--- config.mk ---
export PLATFORM = sky130hd
export DESIGN_NAME = lcd_clk_ctrl_flat
export DESIGN_NICKNAME = d
export VERILOG_FILES = /design/src/rtl/lcd_clk_ctrl_pkg.sv /design/src/rtl/lcd_clk_ctrl_if.sv /design/src/rtl/lcd_pclk_gen.sv /design/src/rtl/lcd_clk_ctrl.sv /design/src/flat_wrapper.sv
export SDC_FILE = /design/constraint.sdc
export NUM_CORES = 1
export LEC_CHECK = 0
export BUFFER_PORTS_ARGS = -buffer_cell sky130_fd_sc_hd__clkbuf_2
export CAP_MARGIN = 20
export CORE_MARGIN = 3
export CORE_UTILIZATION = 51
export CTS_CLUSTER_DIAMETER = 40
export DETAILED_ROUTE_END_ITERATION = 10
export PLACE_DENSITY = 0.79
export SYNTH_ARGS = -nofsm -noshare
export SYNTH_HDL_FRONTEND = slang
export SYNTH_HIERARCHICAL = 1
export SYNTH_SLANG_ARGS = --single-unit
--- constraint.sdc ---
create_clock -name clk -period 2.4 [get_ports clk]
set_input_delay 0.24 -clock clk [delete_from_list [all_inputs] [get_ports clk]]
set_output_delay 0.24 -clock clk [all_outputs]
set_load 0.02 [all_outputs]
--- src/rtl/lcd_clk_ctrl_pkg.sv ---
// lcd_clk_pkg: FSM states, panel IDs, strap codes and strap-code decoder for lcd_clk_ctrl
package lcd_clk_pkg;
  localparam logic [1:0] SETTLE = 2'd0;
  localparam logic [1:0] SAMPLE = 2'd1;
  localparam logic [1:0] START  = 2'd2;
  localparam logic [1:0] RUN    = 2'd3;
  localparam logic [15:0] ID_4342 = 16'h4342;
  localparam logic [15:0] ID_7084 = 16'h7084;
  localparam logic [15:0] ID_7016 = 16'h7016;
  localparam logic [15:0] ID_4384 = 16'h4384;
  localparam logic [15:0] ID_1018 = 16'h1018;
  localparam logic [2:0] CODE_4342 = 3'd0;
  localparam logic [2:0] CODE_7084 = 3'd1;
  localparam logic [2:0] CODE_7016 = 3'd2;
  localparam logic [2:0] CODE_4384 = 3'd4;
  localparam logic [2:0] CODE_1018 = 3'd5;
  typedef struct packed {
    logic [15:0] id;
    logic [3:0]  div;
    logic        err;
  } dec_t;
  // Unknown codes fall back to the slowest panel so the clock is always safe
  function automatic dec_t decode(input logic [2:0] code, input logic [3:0] ds, input logic [3:0] dm,
                                  input logic [3:0] df);
    dec_t d;
    case (code)
      CODE_4342: d = '{ID_4342, ds, 1'b0};
      CODE_7084: d = '{ID_7084, dm, 1'b0};
      CODE_7016: d = '{ID_7016, df, 1'b0};
      CODE_4384: d = '{ID_4384, dm, 1'b0};
      CODE_1018: d = '{ID_1018, df, 1'b0};
      default:   d = '{ID_4342, ds, 1'b1};
    endcase
    return d;
  endfunction
endpackage

--- src/rtl/lcd_clk_ctrl_if.sv ---
// lcd_clk_ctrl_if: pad, request and status signals of the LCD pixel-clock controller (LCD_ID_OVERRIDE_EN adds ID override)
interface lcd_clk_ctrl_if;
  logic [23:0] lcd_rgb_in;
  logic        redetect_req;
  logic        rgb_oe;
  logic [15:0] lcd_id;
  logic        id_valid;
  logic        id_err;
  logic [3:0]  div_ratio;
  logic        pix_ce;
  logic        lcd_pclk;
  logic        timing_en;
`ifdef LCD_ID_OVERRIDE_EN
  logic        id_ovr_valid;
  logic [2:0]  id_ovr_code;
  modport slave (input lcd_rgb_in, redetect_req, id_ovr_valid, id_ovr_code,
                 output rgb_oe, lcd_id, id_valid, id_err, div_ratio, pix_ce, lcd_pclk, timing_en);
  modport master (output lcd_rgb_in, redetect_req, id_ovr_valid, id_ovr_code,
                  input rgb_oe, lcd_id, id_valid, id_err, div_ratio, pix_ce, lcd_pclk, timing_en);
`else
  modport slave (input lcd_rgb_in, redetect_req,
                 output rgb_oe, lcd_id, id_valid, id_err, div_ratio, pix_ce, lcd_pclk, timing_en);
  modport master (output lcd_rgb_in, redetect_req,
                  input rgb_oe, lcd_id, id_valid, id_err, div_ratio, pix_ce, lcd_pclk, timing_en);
`endif
endinterface

--- src/rtl/lcd_pclk_gen.sv ---
// lcd_pclk_gen: pixel counter, pix_ce strobe and registered glitch-free pixel clock
module lcd_pclk_gen (
  input  logic       clk,
  input  logic       rst_n,
  input  logic       run_i,
  input  logic [3:0] div_ratio_i,
  output logic       pix_ce_o,
  output logic       lcd_pclk_o,
  output logic       bnd_o
);
  logic [3:0] cnt_q, cnt_d;
  logic       run_q, pclk_q;
  assign bnd_o      = run_q && cnt_q == div_ratio_i - 4'd1;
  assign cnt_d      = (run_q && !bnd_o) ? cnt_q + 4'd1 : 4'd0;
  assign pix_ce_o   = bnd_o;
  assign lcd_pclk_o = pclk_q;
  // run_i is the next-cycle run state, so the registered clock lines up with the count it describes
  always_ff @(posedge clk or negedge rst_n)
    if (!rst_n) begin
      cnt_q  <= 4'd0;
      run_q  <= 1'b0;
      pclk_q <= 1'b0;
    end else begin
      cnt_q  <= run_i ? cnt_d : 4'd0;
      run_q  <= run_i;
      pclk_q <= run_i && cnt_d < (div_ratio_i >> 1);
    end
endmodule

--- src/rtl/lcd_clk_ctrl.sv ---
// lcd_clk_ctrl: LCD power-up sequencer, panel-ID strap detection and pixel clock control (option: LCD_ID_OVERRIDE_EN)
module lcd_clk_ctrl
  import lcd_clk_pkg::*;
#(
  parameter int SETTLE_CYC = 1000,
  parameter int DIV_SLOW   = 10,
  parameter int DIV_MID    = 3,
  parameter int DIV_FAST   = 2
) (
  input  logic clk,
  input  logic rst_n,
  lcd_clk_ctrl_if.slave bus
);
  localparam int SW = $clog2(SETTLE_CYC + 1);
  logic [1:0]    state_q, state_d;
  logic [SW-1:0] settle_q;
  logic [2:0]    sync1_q, sync2_q, code;
  logic          pend_q, bnd;
  logic [15:0]   id_q;
  logic [3:0]    div_q;
  logic          err_q;
  dec_t          dec;
`ifdef LCD_ID_OVERRIDE_EN
  assign code = bus.id_ovr_valid ? bus.id_ovr_code : sync2_q;
`else
  assign code = sync2_q;
`endif
  assign dec = decode(code, 4'(DIV_SLOW), 4'(DIV_MID), 4'(DIV_FAST));
  // Sequencer; leaves RUN only on a period boundary so the pad clock never runts
  always_comb
    state_d = state_q == SETTLE ? (settle_q == SW'(SETTLE_CYC - 1) ? SAMPLE : SETTLE) :
              state_q == SAMPLE ? START :
              state_q == START  ? RUN :
              (bnd && (pend_q || bus.redetect_req)) ? SETTLE : RUN;
  // Two-flop synchroniser for the {R7, G7, B7} strap pins
  always_ff @(posedge clk or negedge rst_n)
    if (!rst_n) begin
      sync1_q <= 3'd0;
      sync2_q <= 3'd0;
    end else begin
      sync1_q <= {bus.lcd_rgb_in[23], bus.lcd_rgb_in[15], bus.lcd_rgb_in[7]};
      sync2_q <= sync1_q;
    end
  // State, settle counter and redetect-pending flag; pending is only collected while running
  always_ff @(posedge clk or negedge rst_n)
    if (!rst_n) begin
      state_q  <= SETTLE;
      settle_q <= '0;
      pend_q   <= 1'b0;
    end else begin
      state_q  <= state_d;
      settle_q <= (state_q == SETTLE && state_d == SETTLE) ? settle_q + SW'(1) : '0;
      pend_q   <= (state_q == RUN && state_d == RUN) && (pend_q || bus.redetect_req);
    end
  // Panel ID and divisor are captured only in SAMPLE, keeping div_ratio stable through RUN
  always_ff @(posedge clk or negedge rst_n)
    if (!rst_n) begin
      id_q  <= ID_4342;
      div_q <= 4'(DIV_SLOW);
      err_q <= 1'b0;
    end else if (state_q == SAMPLE) begin
      id_q  <= dec.id;
      div_q <= dec.div;
      err_q <= dec.err;
    end
  lcd_pclk_gen u_pclk (
    .clk        (clk),
    .rst_n      (rst_n),
    .run_i      (state_d == RUN),
    .div_ratio_i(div_q),
    .pix_ce_o   (bus.pix_ce),
    .lcd_pclk_o (bus.lcd_pclk),
    .bnd_o      (bnd)
  );
  assign bus.rgb_oe    = state_q == RUN;
  assign bus.timing_en = state_q == RUN;
  assign bus.id_valid  = state_q == START || state_q == RUN;
  assign bus.lcd_id    = id_q;
  assign bus.div_ratio = div_q;
  assign bus.id_err    = err_q;
endmodule

--- src/flat_wrapper.sv ---
// flat-port wrapper written by rule: the top's interface ports become plain ports
module lcd_clk_ctrl_flat import lcd_clk_pkg::*;
#(
  parameter int SETTLE_CYC = 1000,
  parameter int DIV_SLOW   = 10,
  parameter int DIV_MID    = 3,
  parameter int DIV_FAST   = 2
)
  (clk, rst_n, bus_lcd_rgb_in, bus_redetect_req, bus_rgb_oe, bus_lcd_id, bus_id_valid, bus_id_err, bus_div_ratio, bus_pix_ce, bus_lcd_pclk, bus_timing_en);
  lcd_clk_ctrl_if bus_i ();
  input  logic clk;
  input  logic rst_n;
  input wire logic [$bits(bus_i.lcd_rgb_in)-1:0] bus_lcd_rgb_in;
  input wire logic [$bits(bus_i.redetect_req)-1:0] bus_redetect_req;
  output wire logic [$bits(bus_i.rgb_oe)-1:0] bus_rgb_oe;
  output wire logic [$bits(bus_i.lcd_id)-1:0] bus_lcd_id;
  output wire logic [$bits(bus_i.id_valid)-1:0] bus_id_valid;
  output wire logic [$bits(bus_i.id_err)-1:0] bus_id_err;
  output wire logic [$bits(bus_i.div_ratio)-1:0] bus_div_ratio;
  output wire logic [$bits(bus_i.pix_ce)-1:0] bus_pix_ce;
  output wire logic [$bits(bus_i.lcd_pclk)-1:0] bus_lcd_pclk;
  output wire logic [$bits(bus_i.timing_en)-1:0] bus_timing_en;
  assign bus_i.lcd_rgb_in = bus_lcd_rgb_in;
  assign bus_i.redetect_req = bus_redetect_req;
  assign bus_rgb_oe = bus_i.rgb_oe;
  assign bus_lcd_id = bus_i.lcd_id;
  assign bus_id_valid = bus_i.id_valid;
  assign bus_id_err = bus_i.id_err;
  assign bus_div_ratio = bus_i.div_ratio;
  assign bus_pix_ce = bus_i.pix_ce;
  assign bus_lcd_pclk = bus_i.lcd_pclk;
  assign bus_timing_en = bus_i.timing_en;
  lcd_clk_ctrl #(.SETTLE_CYC(SETTLE_CYC), .DIV_SLOW(DIV_SLOW), .DIV_MID(DIV_MID), .DIV_FAST(DIV_FAST)) u_core (.clk(clk), .rst_n(rst_n), .bus(bus_i));
endmodule
==> results of run 1 <==
==> power by group through the flow <==
stage | registers, W | logic, W | clock network (W)
after floorplan | 0.00101 | 0.000583 | 0
after global placement | 0.000895 | 0.000871 | 0
after detailed placement | 0.000907 | 0.000897 | 0
after CTS | 0.000894 | 0.000905 | 0.000349
after global routing | 0.000915 | 0.000993 | 0.000381
final | 0.000893 | 0.000901 | 0.000335
==> layout make-up <==
class,instances,area (um^2),share of cell area
tap,44,55.1,0.0277
timing repair buffer,30,175,0.0881
multi-input combinational,121,753,0.379
clock buffer,6,51.3,0.0258
inverter,10,37.5,0.0189
sequential,36,906,0.456
clock inverter,2,10.0,0.00503
==> synthesized netlist by cell type, drive strengths merged, types with 2 or more instances <==
| library cell | n |
|---|---|
| a21o | 2 |
| a21oi | 6 |
| a31oi | 2 |
| and3 | 3 |
| and4 | 3 |
| buf | 12 |
| clkbuf | 5 |
| conb | 2 |
| dfrtp | 32 |
| dfstp | 4 |
| ha | 5 |
| inv | 10 |
| nand2 | 15 |
| nand2b | 2 |
| nand3 | 8 |
| nand3b | 2 |
| nand4 | 3 |
| nor2 | 15 |
| nor3 | 2 |
| o21ai | 7 |
| o31ai | 3 |
| or3 | 2 |
| xnor2 | 9 |
| xor2 | 7 |
==> state kept, by name (all words and copies together) (netlist names) <==
| name | cells |
|---|---|
| u_core/settle_q | 10 |
| u_core/bus.id_err | 1 |
| u_core/state_q | 2 |
| u_core/sync1_q | 3 |
| u_core/u_pclk/cnt_q | 4 |
| u_core/code | 3 |
| u_core/bus.div_ratio | 1 |
| u_core/bus.lcd_id | 9 |
| u_core/u_pclk/run_q | 1 |
| u_core/u_pclk/lcd_pclk_o | 1 |
| u_core/pend_q | 1 |
==> cells by family after synthesis <==
family | synth area share
flops | 0.515
mux | 0.00641
compound gates | 0.0861
xor+xnor | 0.0797
buf+inv | 0.0833
simple gates | 0.189
fa+ha+maj | 0.0356
other cells | 0.00427
==> worst paths after layout <==
path	start	end	slack [ns]	depth (start not counted)
max	u_core/bus.div_ratio[0]	u_core/u_pclk/lcd_pclk_o	0.12	10
min	bus_redetect_req	u_core/pend_q	0.20	3
max reg2reg	u_core/bus.div_ratio[0]	u_core/u_pclk/lcd_pclk_o	0.12	10
min reg2reg	u_core/sync1_q[0]	u_core/code[0]	0.36	0
max in group asynchronous	rst_n	u_core/sync1_q[1]	1.35	2
min in group asynchronous	rst_n	u_core/bus.lcd_id[12]	0.51	2
==> timing repair <==
action	CTS	global route
hold buffers	3	1
hold endpoints to repair	11	1
gates resized for setup	0	1
endpoints found under the setup margin	0	1
==> worst min-delay path, cell delays in order <==
cell	delay (ns)
clkbuf_2	0.08
nor2_1	0.13
nor3b_1	0.07
==> routing by layer <==
| metal | vias up | part of all wire | routed length, um | GRT usage |
|---|---|---|---|---|
| met3 | 6 | 0.061 | 182 | 0.0468 |
| met5 | - | 0 | 0 | 0 |
| met1 | 583 | 0.42 | 1260 | 0.173 |
| met4 | 0 | 0.019 | 57 | 0.0844 |
| li1 | 616 | - | - | - |
| met2 | 41 | 0.50 | 1480 | 0.263 |
==> per-stage QoR <==
step	power (W)	setup WS (ns)	instances	cell area [um^2]
finish	0.00213	0.118	249	1990
global route	0.00229	0.0400	249	1990
CTS	0.00215	0.128	248	1980
detailed placement	0.00180	0.133	237	1880
global placement	0.00177	0.205	237	1880
floorplan	0.00159	0.0864	184	1800
==> flow_metrics.env, run 1 <==
export IMPL_port_buffers=24
export IMPL_whs_ns=0.204
export IMPL_cap_violations=0
export IMPL_antenna_cells=0
export IMPL_power_switching_w=0.000845
export IMPL_hp_class="input pin to flop"
export IMPL_drt_total_wl_mm=2.98
export IMPL_gr_total_overflow=0
export IMPL_drcViolationCount=0
export IMPL_syn2layout_area_growth_pct=13.1
export IMPL_fp_dieW_um=64.7
export IMPL_ys_seq_area_frac=0.515
export IMPL_cpMostUsedCell="ha_1"
export IMPL_ioPinCount=53
export IMPL_clk_latency_ns=0.35
export IMPL_setup_worst_path_class="flop to flop"
export IMPL_end_kind="flop"
export IMPL_core_area_um2=3180
export IMPL_rows=20
export IMPL_clock_fmax_ghz=0.438
export IMPL_fin_nets=236
export IMPL_async_flop_share=1.00
export IMPL_fill_cells=258
export IMPL_critPathMaxFanout=8
export IMPL_max_stage_delay_ns=0.36
export IMPL_fin_util=0.626
export IMPL_power_density_nw_per_um2=1070
export IMPL_final_min_clock_period_ns=2.28
export IMPL_syn_inst=172
export IMPL_cts_clk_slew_worst_paths_ns=0.11
export IMPL_yosysWarnings=6
export IMPL_cts_tree="done"
export IMPL_ys_ff_latch=36
export IMPL_drt_iter0_markers=54
export IMPL_clkPwrFrac=0.158
export IMPL_syn_avg_cell_area_um2=10.2
export IMPL_first_global_vias=1153
export IMPL_slowest_stage="dfrtp_1"
export IMPL_htreeDepth=2
export IMPL_antenna_left=0
export IMPL_skew_ns=0.0138
export IMPL_antenna_found_initial=0
export IMPL_report_final_slew_viol_count=0
export IMPL_drive_gt1_frac=0.244
export IMPL_grt_usage=0.155
export IMPL_outcome="complete, no violations"
export IMPL_crit_required_ns=2.67
export IMPL_synth_edf_count=0
export IMPL_place_congestion=0.834
export IMPL_rsz0062_at_grt="no"
export IMPL_crit_buf_inv=1
export IMPL_cts_num_sinks=36
export IMPL_yosysTopAreaCell="dfrtp_1"
export IMPL_swShare=0.397
export IMPL_die_y_um=64.7
export IMPL_final_setup_tns_ns=0
export IMPL_setup_viol=0
export IMPL_layout_commonest_cell="dfrtp_1"
export IMPL_cp_cell_sequence="inv_1 > ha_1 > xor2_1 > nand4_2 > and3_2 > ha_1 > nand2_1 > nand3b_1 > a211o_1 > o31ai_2"
export IMPL_relSlewSlack=0.446
export IMPL_synthDistinctLibCells=39
export IMPL_p_comb_frac=0.423
export IMPL_synth_top_cell_area_share=0.456
export IMPL_ys_top_cells_by_area="dfrtp_1 (46%), dfstp_2 (6.0%), buf_4 (5.1%)"
export IMPL_cp_start_kind="flop"
export IMPL_start_util=0.553
export IMPL_critPathTopFamily="simple AND/OR/NAND/NOR gates"
export IMPL_finalHoldViolations=0
export IMPL_numCtsBuffers=5
export IMPL_final_cell_mix="dfrtp_1 (32), clkbuf_2 (24), nand2_1 (15)"
export IMPL_seqPwrFrac=0.419
export IMPL_leakagePower_nw=0.959
export IMPL_vias_per_cell=5.00
export IMPL_worst_ep_arrival_time_ns=2.55
export IMPL_synth_ff_type="dfrtp_1"
export IMPL_cts_root_buf="clkbuf_4"
export IMPL_grt_first_pass_wirelength_mm=4.97
export IMPL_grt_max_degree=37
export IMPL_firstDrtPassIters=5
export IMPL_fp_dieArea_um2=4190
export IMPL_internal_power_w=0.00128
export IMPL_wl_per_cell_um=12.0
export IMPL_post_cts_buffers=0
export IMPL_vdd_drop_max_mv=0.417
export IMPL_finalCritPeriodShare=0.951
export IMPL_syn_area_um2=1760
export IMPL_dp_hpwl_mm=2.16
export IMPL_tightest_slew_ns=0.830
export IMPL_cts_path_max_buffers=2
export IMPL_vias=1246
Note: power is estimated with default switching activity, not from simulation.
==> run 2, diff against run 1 <==
Settings changed: CORE_MARGIN 3 to 1, CORE_UTILIZATION 51 to 53, CTS_BUF_LIST set to sky130_fd_sc_hd__clkbuf_4 sky130_fd_sc_hd__clkbuf_8, PLACE_DENSITY 0.79 to 0.82.
==> flow_metrics.env, run 2 (same netlist as run 1, synthesis figures left out) <==
export IMPL_syn2layout_area_growth_pct=14.5
export IMPL_htreeDepth=2
export IMPL_skew_ns=0.00504
export IMPL_fp_dieW_um=59.6
export IMPL_numCtsBuffers=5
export IMPL_internal_power_w=0.00140
export IMPL_cp_start_kind="flop"
export IMPL_regMostFlops="u_core/settle_q"
export IMPL_setup_worst_path_class="flop to flop"
export IMPL_vias=1280
export IMPL_drt_iter0_markers=26
export IMPL_grt_usage=0.210
export IMPL_fin_nets=237
export IMPL_cap_violations=0
export IMPL_layoutNonFillerInstCount=250
export IMPL_first_global_vias=1247
export IMPL_critPathMaxFanout=6
export IMPL_vias_per_cell=5.12
export IMPL_leakagePower_nw=0.970
export IMPL_cts_clk_slew_worst_paths_ns=0.11
export IMPL_swShare=0.385
export IMPL_power_density_nw_per_um2=1130
export IMPL_final_min_clock_period_ns=2.27
export IMPL_clk_latency_ns=0.34
export IMPL_antenna_cells=0
export IMPL_dp_hpwl_mm=2.17
export IMPL_clkPwrFrac=0.192
export IMPL_power_switching_w=0.000878
export IMPL_finalHoldViolations=8
export IMPL_gr_usage_met1=0.239
export IMPL_hp_class="input pin to async pin"
export IMPL_violations="hold timing"
export IMPL_relSlewSlack=0.419
export IMPL_grt_max_degree=37
export IMPL_cts_path_max_buffers=2
export IMPL_use_met2=0.355
export IMPL_p_comb_frac=0.415
export IMPL_largest_reg_flops=10
export IMPL_place_congestion=0.773
export IMPL_report_final_slew_viol_count=0
export IMPL_clock_fmax_ghz=0.440
export IMPL_final_setup_tns_ns=0
export IMPL_vdd_drop_max_mv=0.495
export IMPL_layout_commonest_cell="dfrtp_1"
export IMPL_firstDrtPassIters=4
export IMPL_finalCritPeriodShare=0.946
export IMPL_drt_total_wl_mm=3.18
export IMPL_cts_root_buf="clkbuf_4"
export IMPL_cts_tree="done"
export IMPL_whs_ns=-0.00984
export IMPL_top_usage_layer="met2"
export IMPL_grtUsageMet3=0.0721
export IMPL_drive_gt1_frac=0.257
export IMPL_slowest_stage="dfrtp_1"
export IMPL_fp_dieArea_um2=3550
export IMPL_seqPwrFrac=0.393
export IMPL_final_cell_mix="dfrtp_1 (32), clkbuf_2 (24), nand2_1 (15)"
export IMPL_core_area_um2=3100
export IMPL_dp_cells=237
export IMPL_setup_viol=0
export IMPL_critPathTopFamily="simple AND/OR/NAND/NOR gates"
export IMPL_rows=20
export IMPL_crit_buf_inv=1
export IMPL_outcome="complete, but fails checks"
export IMPL_cp_cell_sequence="inv_1 > ha_1 > xor2_1 > nand4_2 > and3_4 > ha_1 > nand2_1 > nand3b_1 > a211o_1 > o31ai_2"
export IMPL_grt_first_pass_wirelength_mm=5.45
export IMPL_port_buffers=24
export IMPL_antenna_found_initial=0
export IMPL_cpMostUsedCell="ha_1"
export IMPL_drcViolationCount=0
export IMPL_gr_total_overflow=0
export IMPL_end_kind="flop"
export IMPL_die_y_um=59.6
export IMPL_tightest_slew_ns=0.872
export IMPL_wl_per_cell_um=12.7
export IMPL_rsz0062_at_grt="no"
export IMPL_antenna_left=0
export IMPL_cts_num_sinks=36
export IMPL_start_util=0.567
export IMPL_crit_required_ns=2.66
export IMPL_max_stage_delay_ns=0.36
export IMPL_worst_ep_arrival_time_ns=2.53
export IMPL_ioPinCount=53
[run 2: cell count changes in the layout (fill, tap and decap cells not counted), sizes merged]
cell,previous run,this run
bufinv,0,1
buf,2,5
dlygate4sd3,4,2
clkinv,2,1
[run 2: stage by stage]
step	utilization	setup WS, ns	instance area, um^2	total power [W]
final	0.649	0.129	2010	0.00228
after global routing	0.649	0.0209	2010	0.00243
after CTS	0.640	0.0567	1980	0.00225
after detailed placement	0.607	0.0936	1880	0.00181
after global placement	0.607	0.199	1880	0.00176
after floorplan	-	0.0864	1800	0.00159
[run 2: what timing repair did]
action / 4_1_cts / 5_1_grt
setup buffers: 0 / 3
resized for setup: 0 / 2
hold buffers: 2 / 0
endpoints found under the setup margin: 0 / 1
hold endpoints to repair: 2 / 0
[run 2: layout make-up]
type / count / area (um^2)
clock buffer: 6 / 45.0
clock inverter: 2 / 35.0
fill: 267 / 1090
inverter: 10 / 37.5
multi-input combinational: 121 / 757
sequential: 36 / 906
tap: 44 / 55.1
timing repair buffer: 31 / 178
[run 2: path summary, 6_finish.rpt]
check / startpoint / endpoint / slack, ns / depth (start not counted)
worst max-delay path: u_core/bus.div_ratio[0] / u_core/u_pclk/lcd_pclk_o / 0.13 / 10
worst min-delay path: rst_n / u_core/sync1_q[1] / -0.01 / 1
worst max register to register: u_core/bus.div_ratio[0] / u_core/u_pclk/lcd_pclk_o / 0.13 / 10
worst min register to register: u_core/sync1_q[0] / u_core/code[0] / 0.36 / 0
max in group asynchronous: rst_n / u_core/u_pclk/run_q / 1.86 / 1
min in group clk: bus_lcd_rgb_in[7] / u_core/sync1_q[0] / 0.02 / 1
[run 2: routing by layer]
layer / share of wire / routed length (um)
met1: 0.42 / 1330
met4: 0.021 / 66
met2: 0.52 / 1660
met5: 0 / 0
met3: 0.041 / 130
[run 2: power groups by stage]
stage / registers, W / logic, W / clock network, W
after global routing: 0.000918 / 0.00105 / 0.000463
after global placement: 0.000895 / 0.000866 / 0
after detailed placement: 0.000908 / 0.000902 / 0
after floorplan: 0.00101 / 0.000583 / 0
after CTS: 0.000895 / 0.000913 / 0.000442
final: 0.000895 / 0.000946 / 0.000437
